===== src/rtl/rtc_apb_pkg.sv =====
// Shared types and RTC register map used by the APB requester and its bench.
package rtc_apb_pkg;

    typedef enum logic [1:0] {
        IDLE   = 2'd0,
        SETUP  = 2'd1,
        ACCESS = 2'd2,
        RESP   = 2'd3
    } apb_state_e;

    localparam logic [7:0] RTC_ADDR_TIME  = 8'h00;
    localparam logic [7:0] RTC_ADDR_ALARM = 8'h04;
    localparam logic [7:0] RTC_ADDR_ADJ   = 8'h08;

    // Callers zero-extend their address, so wider buses never alias onto the map.
    function automatic logic is_rtc_addr(input logic [31:0] addr);
        return (addr == {24'h0, RTC_ADDR_TIME})  ||
               (addr == {24'h0, RTC_ADDR_ALARM}) ||
               (addr == {24'h0, RTC_ADDR_ADJ});
    endfunction

endpackage


===== src/rtl/rtc_apb_master_if.sv =====
// Command, response and APB signals between the processor side, requester and RTC slave.
interface rtc_apb_master_if #(
    parameter int ADDR_W = 8,
    parameter int DATA_W = 32
);
    logic              cmd_valid;
    logic              cmd_ready;
    logic              cmd_write;
    logic [ADDR_W-1:0] cmd_addr;
    logic [DATA_W-1:0] cmd_wdata;
    logic              rsp_valid;
    logic              rsp_ready;
    logic [DATA_W-1:0] rsp_rdata;
    logic              rsp_err;
    logic              psel;
    logic              penable;
    logic              pwrite;
    logic [ADDR_W-1:0] paddr;
    logic [DATA_W-1:0] pwdata;
    logic              pready;
    logic [DATA_W-1:0] prdata;

    modport master (
        input  cmd_valid, cmd_write, cmd_addr, cmd_wdata, rsp_ready, pready, prdata,
        output cmd_ready, rsp_valid, rsp_rdata, rsp_err,
        output psel, penable, pwrite, paddr, pwdata
    );

    modport slave (
        output cmd_valid, cmd_write, cmd_addr, cmd_wdata, rsp_ready, pready, prdata,
        input  cmd_ready, rsp_valid, rsp_rdata, rsp_err,
        input  psel, penable, pwrite, paddr, pwdata
    );
endinterface


===== src/rtl/apb_timeout_ctr.sv =====
// Saturating ACCESS-cycle counter; expired_o flags the cycle in which the count reaches TIMEOUT.
module apb_timeout_ctr #(
    parameter int TIMEOUT = 16
) (
    input  logic pclk,
    input  logic preset,
    input  logic clr_i,
    input  logic en_i,
    output logic expired_o
);
    localparam int CW = $clog2(TIMEOUT + 1);
    localparam logic [CW-1:0] LIMIT = CW'(TIMEOUT);

    logic [CW-1:0] cnt_q;
    logic [CW-1:0] cnt_d;

    always_comb begin
        cnt_d = cnt_q;
        if (clr_i) begin
            cnt_d = '0;
        end else if (en_i && (cnt_q != LIMIT)) begin
            cnt_d = cnt_q + CW'(1);
        end
    end

    always_ff @(posedge pclk or negedge preset) begin
        if (!preset) begin
            cnt_q <= '0;
        end else begin
            cnt_q <= cnt_d;
        end
    end

    // Looks at the next count so the FSM can leave ACCESS on the very edge the limit is hit.
    assign expired_o = en_i && (cnt_d == LIMIT);

endmodule


===== src/rtl/rtc_apb_master.sv =====
// Single-beat APB requester for the RTC slave: address check, setup/access transfer, bounded wait.
module rtc_apb_master
    import rtc_apb_pkg::*;
#(
    parameter int ADDR_W  = 8,
    parameter int DATA_W  = 32,
    parameter int TIMEOUT = 16
) (
    input  logic                  pclk,
    input  logic                  preset,
    rtc_apb_master_if.master      bus
);
    apb_state_e        state_q;
    logic              cmd_ready_q;
    logic              rsp_valid_q;
    logic              rsp_err_q;
    logic [DATA_W-1:0] rsp_rdata_q;
    logic              psel_q;
    logic              penable_q;
    logic              pwrite_q;
    logic [ADDR_W-1:0] paddr_q;
    logic [DATA_W-1:0] pwdata_q;
    logic              expired;

    apb_timeout_ctr #(.TIMEOUT(TIMEOUT)) u_timeout (
        .pclk      (pclk),
        .preset    (preset),
        .clr_i     (state_q == IDLE),
        .en_i      (state_q == ACCESS),
        .expired_o (expired)
    );

    always_ff @(posedge pclk or negedge preset) begin
        if (!preset) begin
            state_q     <= IDLE;
            cmd_ready_q <= 1'b0;
            rsp_valid_q <= 1'b0;
            rsp_err_q   <= 1'b0;
            rsp_rdata_q <= '0;
            psel_q      <= 1'b0;
            penable_q   <= 1'b0;
            pwrite_q    <= 1'b0;
            paddr_q     <= '0;
            pwdata_q    <= '0;
        end else begin
            case (state_q)
                IDLE: begin
                    if (bus.cmd_valid && cmd_ready_q) begin
                        cmd_ready_q <= 1'b0;
                        if (is_rtc_addr(32'(bus.cmd_addr))) begin
                            state_q  <= SETUP;
                            psel_q   <= 1'b1;
                            pwrite_q <= bus.cmd_write;
                            paddr_q  <= bus.cmd_addr;
                            pwdata_q <= bus.cmd_wdata;
                        end else begin
                            state_q     <= RESP;
                            rsp_err_q   <= 1'b1;
                            rsp_rdata_q <= '0;
                        end
                    end else begin
                        cmd_ready_q <= 1'b1;
                    end
                end
                SETUP: begin
                    penable_q <= 1'b1;
                    state_q   <= ACCESS;
                end
                ACCESS: begin
                    // pready is checked first so a reply on the last allowed cycle is not an error.
                    if (bus.pready) begin
                        rsp_rdata_q <= pwrite_q ? '0 : bus.prdata;
                        rsp_err_q   <= 1'b0;
                        psel_q      <= 1'b0;
                        penable_q   <= 1'b0;
                        state_q     <= RESP;
                    end else if (expired) begin
                        rsp_rdata_q <= '0;
                        rsp_err_q   <= 1'b1;
                        psel_q      <= 1'b0;
                        penable_q   <= 1'b0;
                        state_q     <= RESP;
                    end
                end
                RESP: begin
                    // rsp_valid rises one cycle into RESP, after the response flops have settled.
                    if (!rsp_valid_q) begin
                        rsp_valid_q <= 1'b1;
                    end else if (bus.rsp_ready) begin
                        rsp_valid_q <= 1'b0;
                        rsp_err_q   <= 1'b0;
                        rsp_rdata_q <= '0;
                        cmd_ready_q <= 1'b1;
                        state_q     <= IDLE;
                    end
                end
                default: state_q <= IDLE;
            endcase
        end
    end

    assign bus.cmd_ready = cmd_ready_q;
    assign bus.rsp_valid = rsp_valid_q;
    assign bus.rsp_err   = rsp_err_q;
    assign bus.rsp_rdata = rsp_rdata_q;
    assign bus.psel      = psel_q;
    assign bus.penable   = penable_q;
    assign bus.pwrite    = pwrite_q;
    assign bus.paddr     = paddr_q;
    assign bus.pwdata    = pwdata_q;

endmodule


===== src/flat_wrapper.sv =====
// flat-port wrapper written by rule: the top's interface ports become plain ports
module rtc_apb_master_flat import rtc_apb_pkg::*;
#(
    parameter int ADDR_W  = 8,
    parameter int DATA_W  = 32,
    parameter int TIMEOUT = 16
)
  (pclk, preset, bus_cmd_valid, bus_cmd_write, bus_cmd_addr, bus_cmd_wdata, bus_rsp_ready, bus_pready, bus_prdata, bus_cmd_ready, bus_rsp_valid, bus_rsp_rdata, bus_rsp_err, bus_psel, bus_penable, bus_pwrite, bus_paddr, bus_pwdata);
  rtc_apb_master_if #(.ADDR_W(ADDR_W), .DATA_W(DATA_W)) bus_i ();
  input  logic pclk;
  input  logic preset;
  input wire logic [$bits(bus_i.cmd_valid)-1:0] bus_cmd_valid;
  input wire logic [$bits(bus_i.cmd_write)-1:0] bus_cmd_write;
  input wire logic [$bits(bus_i.cmd_addr)-1:0] bus_cmd_addr;
  input wire logic [$bits(bus_i.cmd_wdata)-1:0] bus_cmd_wdata;
  input wire logic [$bits(bus_i.rsp_ready)-1:0] bus_rsp_ready;
  input wire logic [$bits(bus_i.pready)-1:0] bus_pready;
  input wire logic [$bits(bus_i.prdata)-1:0] bus_prdata;
  output wire logic [$bits(bus_i.cmd_ready)-1:0] bus_cmd_ready;
  output wire logic [$bits(bus_i.rsp_valid)-1:0] bus_rsp_valid;
  output wire logic [$bits(bus_i.rsp_rdata)-1:0] bus_rsp_rdata;
  output wire logic [$bits(bus_i.rsp_err)-1:0] bus_rsp_err;
  output wire logic [$bits(bus_i.psel)-1:0] bus_psel;
  output wire logic [$bits(bus_i.penable)-1:0] bus_penable;
  output wire logic [$bits(bus_i.pwrite)-1:0] bus_pwrite;
  output wire logic [$bits(bus_i.paddr)-1:0] bus_paddr;
  output wire logic [$bits(bus_i.pwdata)-1:0] bus_pwdata;
  assign bus_i.cmd_valid = bus_cmd_valid;
  assign bus_i.cmd_write = bus_cmd_write;
  assign bus_i.cmd_addr = bus_cmd_addr;
  assign bus_i.cmd_wdata = bus_cmd_wdata;
  assign bus_i.rsp_ready = bus_rsp_ready;
  assign bus_i.pready = bus_pready;
  assign bus_i.prdata = bus_prdata;
  assign bus_cmd_ready = bus_i.cmd_ready;
  assign bus_rsp_valid = bus_i.rsp_valid;
  assign bus_rsp_rdata = bus_i.rsp_rdata;
  assign bus_rsp_err = bus_i.rsp_err;
  assign bus_psel = bus_i.psel;
  assign bus_penable = bus_i.penable;
  assign bus_pwrite = bus_i.pwrite;
  assign bus_paddr = bus_i.paddr;
  assign bus_pwdata = bus_i.pwdata;
  rtc_apb_master #(.ADDR_W(ADDR_W), .DATA_W(DATA_W), .TIMEOUT(TIMEOUT)) u_core (.pclk(pclk), .preset(preset), .bus(bus_i));
endmodule

===== config.mk =====
export PLATFORM = sky130hd
export DESIGN_NAME = rtc_apb_master_flat
export DESIGN_NICKNAME = d
export VERILOG_FILES = /design/src/rtl/rtc_apb_pkg.sv /design/src/rtl/rtc_apb_master_if.sv /design/src/rtl/apb_timeout_ctr.sv /design/src/rtl/rtc_apb_master.sv /design/src/flat_wrapper.sv
export SDC_FILE = /design/constraint.sdc
export NUM_CORES = 1
export LEC_CHECK = 0
export BUFFER_PORTS_ARGS = -buffer_cell sky130_fd_sc_hd__buf_2
export CORE_AREA = 2 2 91 93
export CTS_CLUSTER_DIAMETER = 50
export DETAILED_ROUTE_END_ITERATION = 10
export DIE_AREA = 0 0 93 95
export GPL_TIMING_DRIVEN = 0
export HOLD_SLACK_MARGIN = 0.03
export PLACE_DENSITY = 0.76
export SKIP_LAST_GASP = 1
export SYNTH_ARGS = -nofsm -noshare
export SYNTH_HDL_FRONTEND = slang
export SYNTH_SLANG_ARGS = --single-unit

===== constraint.sdc =====
create_clock -name pclk -period 2.25 [get_ports pclk]
set_input_delay 0 -clock pclk [delete_from_list [all_inputs] [get_ports pclk]]
set_output_delay 0 -clock pclk [all_outputs]
set_load 0.03 [all_outputs]

Word level (Yosys, flattened, before mapping):

Index checks and enable logic that the tools add are counted.

* register bits: 85
* bits of input ports: 78
* output and inout bits: 78
* logic and storage cells: 78

* add/sub/neg operators: 1
* eq/ne operators: 13
* mux-type cells: 36
* reduce and logical (&&, ||, !) cells: 17

Operators by type and width (count)
* $mux 32: 7
* $pmux 32 s3: 1
* $mux 1: 15
* $mux 2: 6
* $mux 5: 2
* $eq 8x3->1 const B: 1
* $eq 8x4->1 const B: 1
* $logic_not 8->1: 1
* $pmux 2 s4: 1
* $reduce_and 4->1: 2
* $ne 2x1->1 const B: 3
* $pmux 1 s2: 3
* $reduce_and 3->1: 2
* $reduce_and 6->1: 1
* $reduce_bool 2->1: 3
* $add 5x1->5 const B: 1
* $eq 5x5->1 const B: 1
* $ne 5x5->1 const B: 1
* $eq 2x2->1 const B: 2
* $ne 2x2->1 const B: 2
* $logic_and 1x1->1: 3
* $ne 3x2->1 const B: 1
* $pmux 1 s3: 1
* $reduce_bool 3->1: 1
* 4 further kinds: 5

Longest topological paths before layout:

* depth in word-level cells: 9
* depth in mapped cells: 8
* depth with buffers taken out: 7

Modules after synthesis:

A second synthesis with hierarchy kept.

* cell total of the unflattened synthesis: 304
* area total of the unflattened synthesis: 3857.4 um^2

By module, submodules not included
* rtc_apb_master: instances 1, cells an instance 267, area each 3522.1 um^2, sequential area each 2001.9 um^2
* apb_timeout_ctr: instances 1, cells an instance 37, area each 335.3 um^2, sequential area each 125.1 um^2

Worst setup path after synthesis:

Ideal clock, no wire load.

* path kind: reg-to-reg
* from: reg u_core.state_q[0]
* to: reg u_core.rsp_rdata_q[0], in the netlist u_core.bus.rsp_rdata[0]
* setup time: 0.121 ns
* arrival time: 1.957 ns
* data required time: 2.129 ns
* setup slack: 0.172 ns
* cell stages (with the launch flop): 8
* buffers on the path: 1
* clock period less this slack: 2.078 ns
* path through: dfrtp_1 ha_1 a21boi_0 a211o_1 a21o_2 o31a_2 buf_4 a22o_1

* word-level cells in the longest chain between the ends: 8
* elaborated cells on any way between the ends: 16
* those cells by class: eq/ne: 8; mux: 3; reduce/logical: 5

RTL lines
* start, declared: line rtc_apb_master.sv:13 `apb_state_e state_q;`
* start signal, assigned: line rtc_apb_master.sv:35 `state_q <= IDLE;`
* start signal, assigned: line rtc_apb_master.sv:51 `state_q <= SETUP;`
* start signal, assigned: line rtc_apb_master.sv:57 `state_q <= RESP;`
* $eq 2x2->1: line rtc_apb_master.sv:29, rtc_apb_master.sv:46
* $logic_and 1x1->1: line apb_timeout_ctr.sv:21 `end else if (en_i && (cnt_q != LIMIT)) begin`
* $mux 5: line apb_timeout_ctr.sv:21
* $mux 5: line apb_timeout_ctr.sv:19 `if (clr_i) begin`
* $eq 5x5->1: line apb_timeout_ctr.sv:35 `assign expired_o = en_i && (cnt_d == LIMIT);`
* $logic_and 1x1->1: line apb_timeout_ctr.sv:35
* $ne 3x2->1 (no line)
* $reduce_and 6->1 (no line)
* end signal, assigned: line rtc_apb_master.sv:72 `rsp_rdata_q <= pwrite_q ? '0 : bus.prdata;`
* end, declared: line rtc_apb_master.sv:17 `logic [DATA_W-1:0] rsp_rdata_q;`

Several ways; a longest one is shown, not always the timed one.
A chain may end at the register's enable or synchronous reset.

Worst setup path in the final report:

* from: reg u_core.u_timeout.cnt_q[0]
* to: reg u_core.rsp_err_q, in the netlist u_core.bus.rsp_err

* word-level cells in the longest chain between the ends: 8
* elaborated cells on any way between the ends: 9
* those cells by class: add/sub: 1; eq/ne: 3; mux: 2; reduce/logical: 3

RTL lines
* start, declared: line apb_timeout_ctr.sv:14 `logic [CW-1:0] cnt_q;`
* start signal, assigned: line apb_timeout_ctr.sv:30 `cnt_q <= cnt_d;`
* parallel branches: the longest is 2 deep, another holds $add 5x1->5
* $mux 5 *: line apb_timeout_ctr.sv:21
* $mux 5 *: line apb_timeout_ctr.sv:19
* $eq 5x5->1 *: line apb_timeout_ctr.sv:35
* $logic_and 1x1->1 *: line apb_timeout_ctr.sv:35
* $ne 3x2->1 (no line) *
* $reduce_and 6->1 (no line) *
* end signal, assigned: line rtc_apb_master.sv:38 `rsp_err_q <= 1'b0;`
* end signal, assigned: line rtc_apb_master.sv:58 `rsp_err_q <= 1'b1;`
* end signal, assigned: line rtc_apb_master.sv:73 `rsp_err_q <= 1'b0;`
* end, declared: line rtc_apb_master.sv:16 `logic rsp_err_q;`

Mark *: on every way between the ends.

==> reports/metrics.yaml <==
cell_internal_pwr_mw: 3.42
leakage_nw: 2.92
synthCells: 235
arrival_ns: 2.40
crit_fanout: 6
critPathLaunchType: "flop"
cts-root-buf: "clkbuf_8"
drt_first_pass_iters: 4
track_usage: 0.218
synthAdderAreaFrac: 0.0253
syn-cell-area_sq_um: 3460
start_util: 0.437
via_per_inst: 4.97
yosysSeqAreaShare: 0.614
fin_worst_skew_ns: 0.0199
synth_top_area_cell: "dfrtp_1"
maxCapViolCount: 0
die_area_sq_um: 8840
htree_levels: 3
mostFrequentLayoutCells: "buf_2, dfrtp_1, dlygate4sd3_1"
cts_buffers: 9
core_area_sq_um: 7930
clk_pin_slew_ns: 0.10
remaining_drc_errors: 0
period_share: 0.960
final_util: 0.678
fin_setup_tns_ns: 0
max_freq_mhz: 463
final_area_sq_um: 5370
max-slew-margin-rel: 0.620
cts_max_path_buffers: 2
ys_ff_latch: 85
n_antenna_cell: 0
p_comb_frac: 0.456
final_layout_size_suffix_gt1_frac: 0.504
fin_nets: 558
synth_warnings: 0
cp.required_ns: 2.49
cts_sinks: 85
final_common_cell: "buf_2"
synth_area_leaders: "dfrtp_1, mux2_2, a22o_1"
r2r.worst_path.cells: 8
critPathCaptureType: "flop"
drtIter0Drc: 89
path_class: "flop to flop"
p_clk_frac: 0.176
worstMarginPinSlew_ns: 0.570
worstHoldPathType: "input pin to flop"
rows: 33
yosys.area_share.simple: 0.0502
p_per_area_nw_per_um2: 1090
grt_pass1_vias: 3062
setup_viol: 0
pin_count: 156
seq_area_sq_um: 2130
ant_nets: 0
synthMuxAreaShare: 0.131
swShare: 0.418
grt-ovfl-total: 0
outcome: "completed"
syn_to_final_growth_pct: 55.0
synth_top_family_by_area: "compound AO/OA/AOI/OAI gates"
numPortBuffers: 155
power.total_mw: 5.88
synth-xor-area-share: 0.0101
vias: 2897
die_x_um: 93
holdWs_ns: 0.0241
grt_pass1_wl_mm: 15.0
antenna_found_initial: 0
dpl-instance-area_sq_um: 4390
multi_input_area_sq_um: 1290
routed_wl_mm: 9.51
synth_top_cell_area_share: 0.614
synth.distinct_cells: 41
seq_power_share: 0.368
rsz0062_at_grt: "false"
mappedNetlistNets: 320
report.final.slew_viol_count: 0
syn-mean-instance-area_sq_um: 14.7
dp_hpwl_mm: 5.72
vdd_drop_max_mv: 0.824
fill_cells: 551
p_sw_mw: 2.45
hold_violations: 0
place.gp.congestion: 0.721
grt_max_degree: 46
clkLatencyLatePin_ns: 0.36
routedWlPerCell_um: 16.3
synth-compound-area-share: 0.136
fin_crit_ns: 2.16
cts_tree: "done"
die_y_um: 95
holdPathStages: 3
==> power by group through the flow <==
| stage | logic [mW] | registers, mW | clock network, mW |
|---|---|---|---|
| 2_1_floorplan | 0.999 | 2.83 | 0 |
| 3_3_place_gp | 2.33 | 2.16 | 0 |
| 3_5_place_dp | 2.40 | 2.15 | 0 |
| 4_1_cts | 2.50 | 2.14 | 1.06 |
| 5_1_grt | 2.87 | 2.22 | 1.13 |
| 6_report | 2.68 | 2.17 | 1.03 |
==> what timing repair did <==
item	in CTS	in global routing
setup buffers	1	1
endpoints found under the setup margin	31	31
endpoints found under the hold margin	112	0
hold buffers	69	0
pin swaps	0	4
gates cloned	0	0
resized for setup	2	19
==> synthesized netlist by cell type <==
cell,number
nand2_1,5
mux2_4,4
nor2_1,7
o32a_1,1
o221ai_1,1
a31oi_1,1
nand4_4,1
o21ba_1,1
and2_1,7
or4_4,1
nor3_1,1
and4_1,1
nand4b_1,1
nand4_1,2
o21a_1,1
mux2_2,34
xnor2_1,2
a2111oi_4,1
o31a_2,1
a211oi_1,1
a41oi_1,1
xor2_1,2
ha_1,7
o21ai_0,3
a221o_2,1
buf_4,3
a21boi_0,1
mux2i_1,1
clkbuf_1,1
buf_6,4
a21o_1,3
dfrtp_1,85
inv_1,7
buf_2,4
nand4bb_1,1
a211o_1,1
o31ai_1,1
a21o_2,1
nor2b_1,1
a22o_1,32
o31ai_2,1
==> metal layers <==
metal | wire length, um | track usage | share of wire | vias to the layer above
met5 | 0 | 0 | 0 | -
met4 | 128 | 0.0846 | 0.013 | 0
met3 | 760 | 0.0599 | 0.080 | 11
met2 | 4670 | 0.367 | 0.49 | 157
met1 | 3960 | 0.267 | 0.42 | 1396
li1 | - | - | - | 1333
==> cells by family after synthesis <==
group	Yosys count
and+or+nand+nor	28
AOI/OAI and AO/OA	53
adders and majority gates	7
muxes	39
DFF	85
buffers and inverters	19
xor gates and xnor gates	4
==> worst max-delay path, cell delays in order, from the launching register on <==
cell,delay [ns]
dfrtp_2,0.46
inv_1,0.07
ha_1,0.14
nand4bb_1,0.21
a211oi_2,0.25
o221ai_2,0.14
o31a_4,0.38
buf_4,0.14
mux2_2,0.25
==> worst paths after layout <==
kind | startpoint | to | slack (ns)
setup / recovery | u_core.u_timeout.cnt_q[0] | u_core.bus.rsp_err | 0.09
hold / removal | bus_rsp_ready | u_core.bus.rsp_valid | 0.02
setup reg to reg | u_core.u_timeout.cnt_q[0] | u_core.bus.rsp_err | 0.09
hold reg to reg | u_core.bus.paddr[5] | u_core.bus.paddr[5] | 0.49
max in group asynchronous | preset | u_core.bus.rsp_valid | 1.44
min in group asynchronous | preset | u_core.bus.pwdata[22] | 0.20
==> sequential cells by signal (all words and copies together) (netlist names) <==
register / cells
u_core.bus.rsp_rdata: 32
u_core.bus.penable: 1
u_core.bus.pwrite: 1
u_core.u_timeout.cnt_q: 5
u_core.bus.rsp_err: 1
u_core.state_q: 2
u_core.bus.pwdata: 32
u_core.bus.rsp_valid: 1
u_core.bus.psel: 1
u_core.bus.cmd_ready: 1
u_core.bus.paddr: 8
==> stage by stage <==
| step | cells | setup WS, ns |
|---|---|---|
| after floorplan | 235 | 0.172 |
| after global placement | 495 | -0.143 |
| after detailed placement | 496 | -0.170 |
| after CTS | 582 | 0.00105 |
| after global routing | 583 | 0.0259 |
| final | 583 | 0.0900 |
==> area by class of cell <==
cell class              count  share of cell area
repair buffers            227               0.280
clock buffers              10              0.0256
flip-flops and latches     85               0.396
multi-input cells         131               0.241
clock inverters             6             0.00978
well taps                 105              0.0245
inverters                   7             0.00489
plain buffers              12              0.0182
Note: power is estimated with default switching activity, not from simulation.
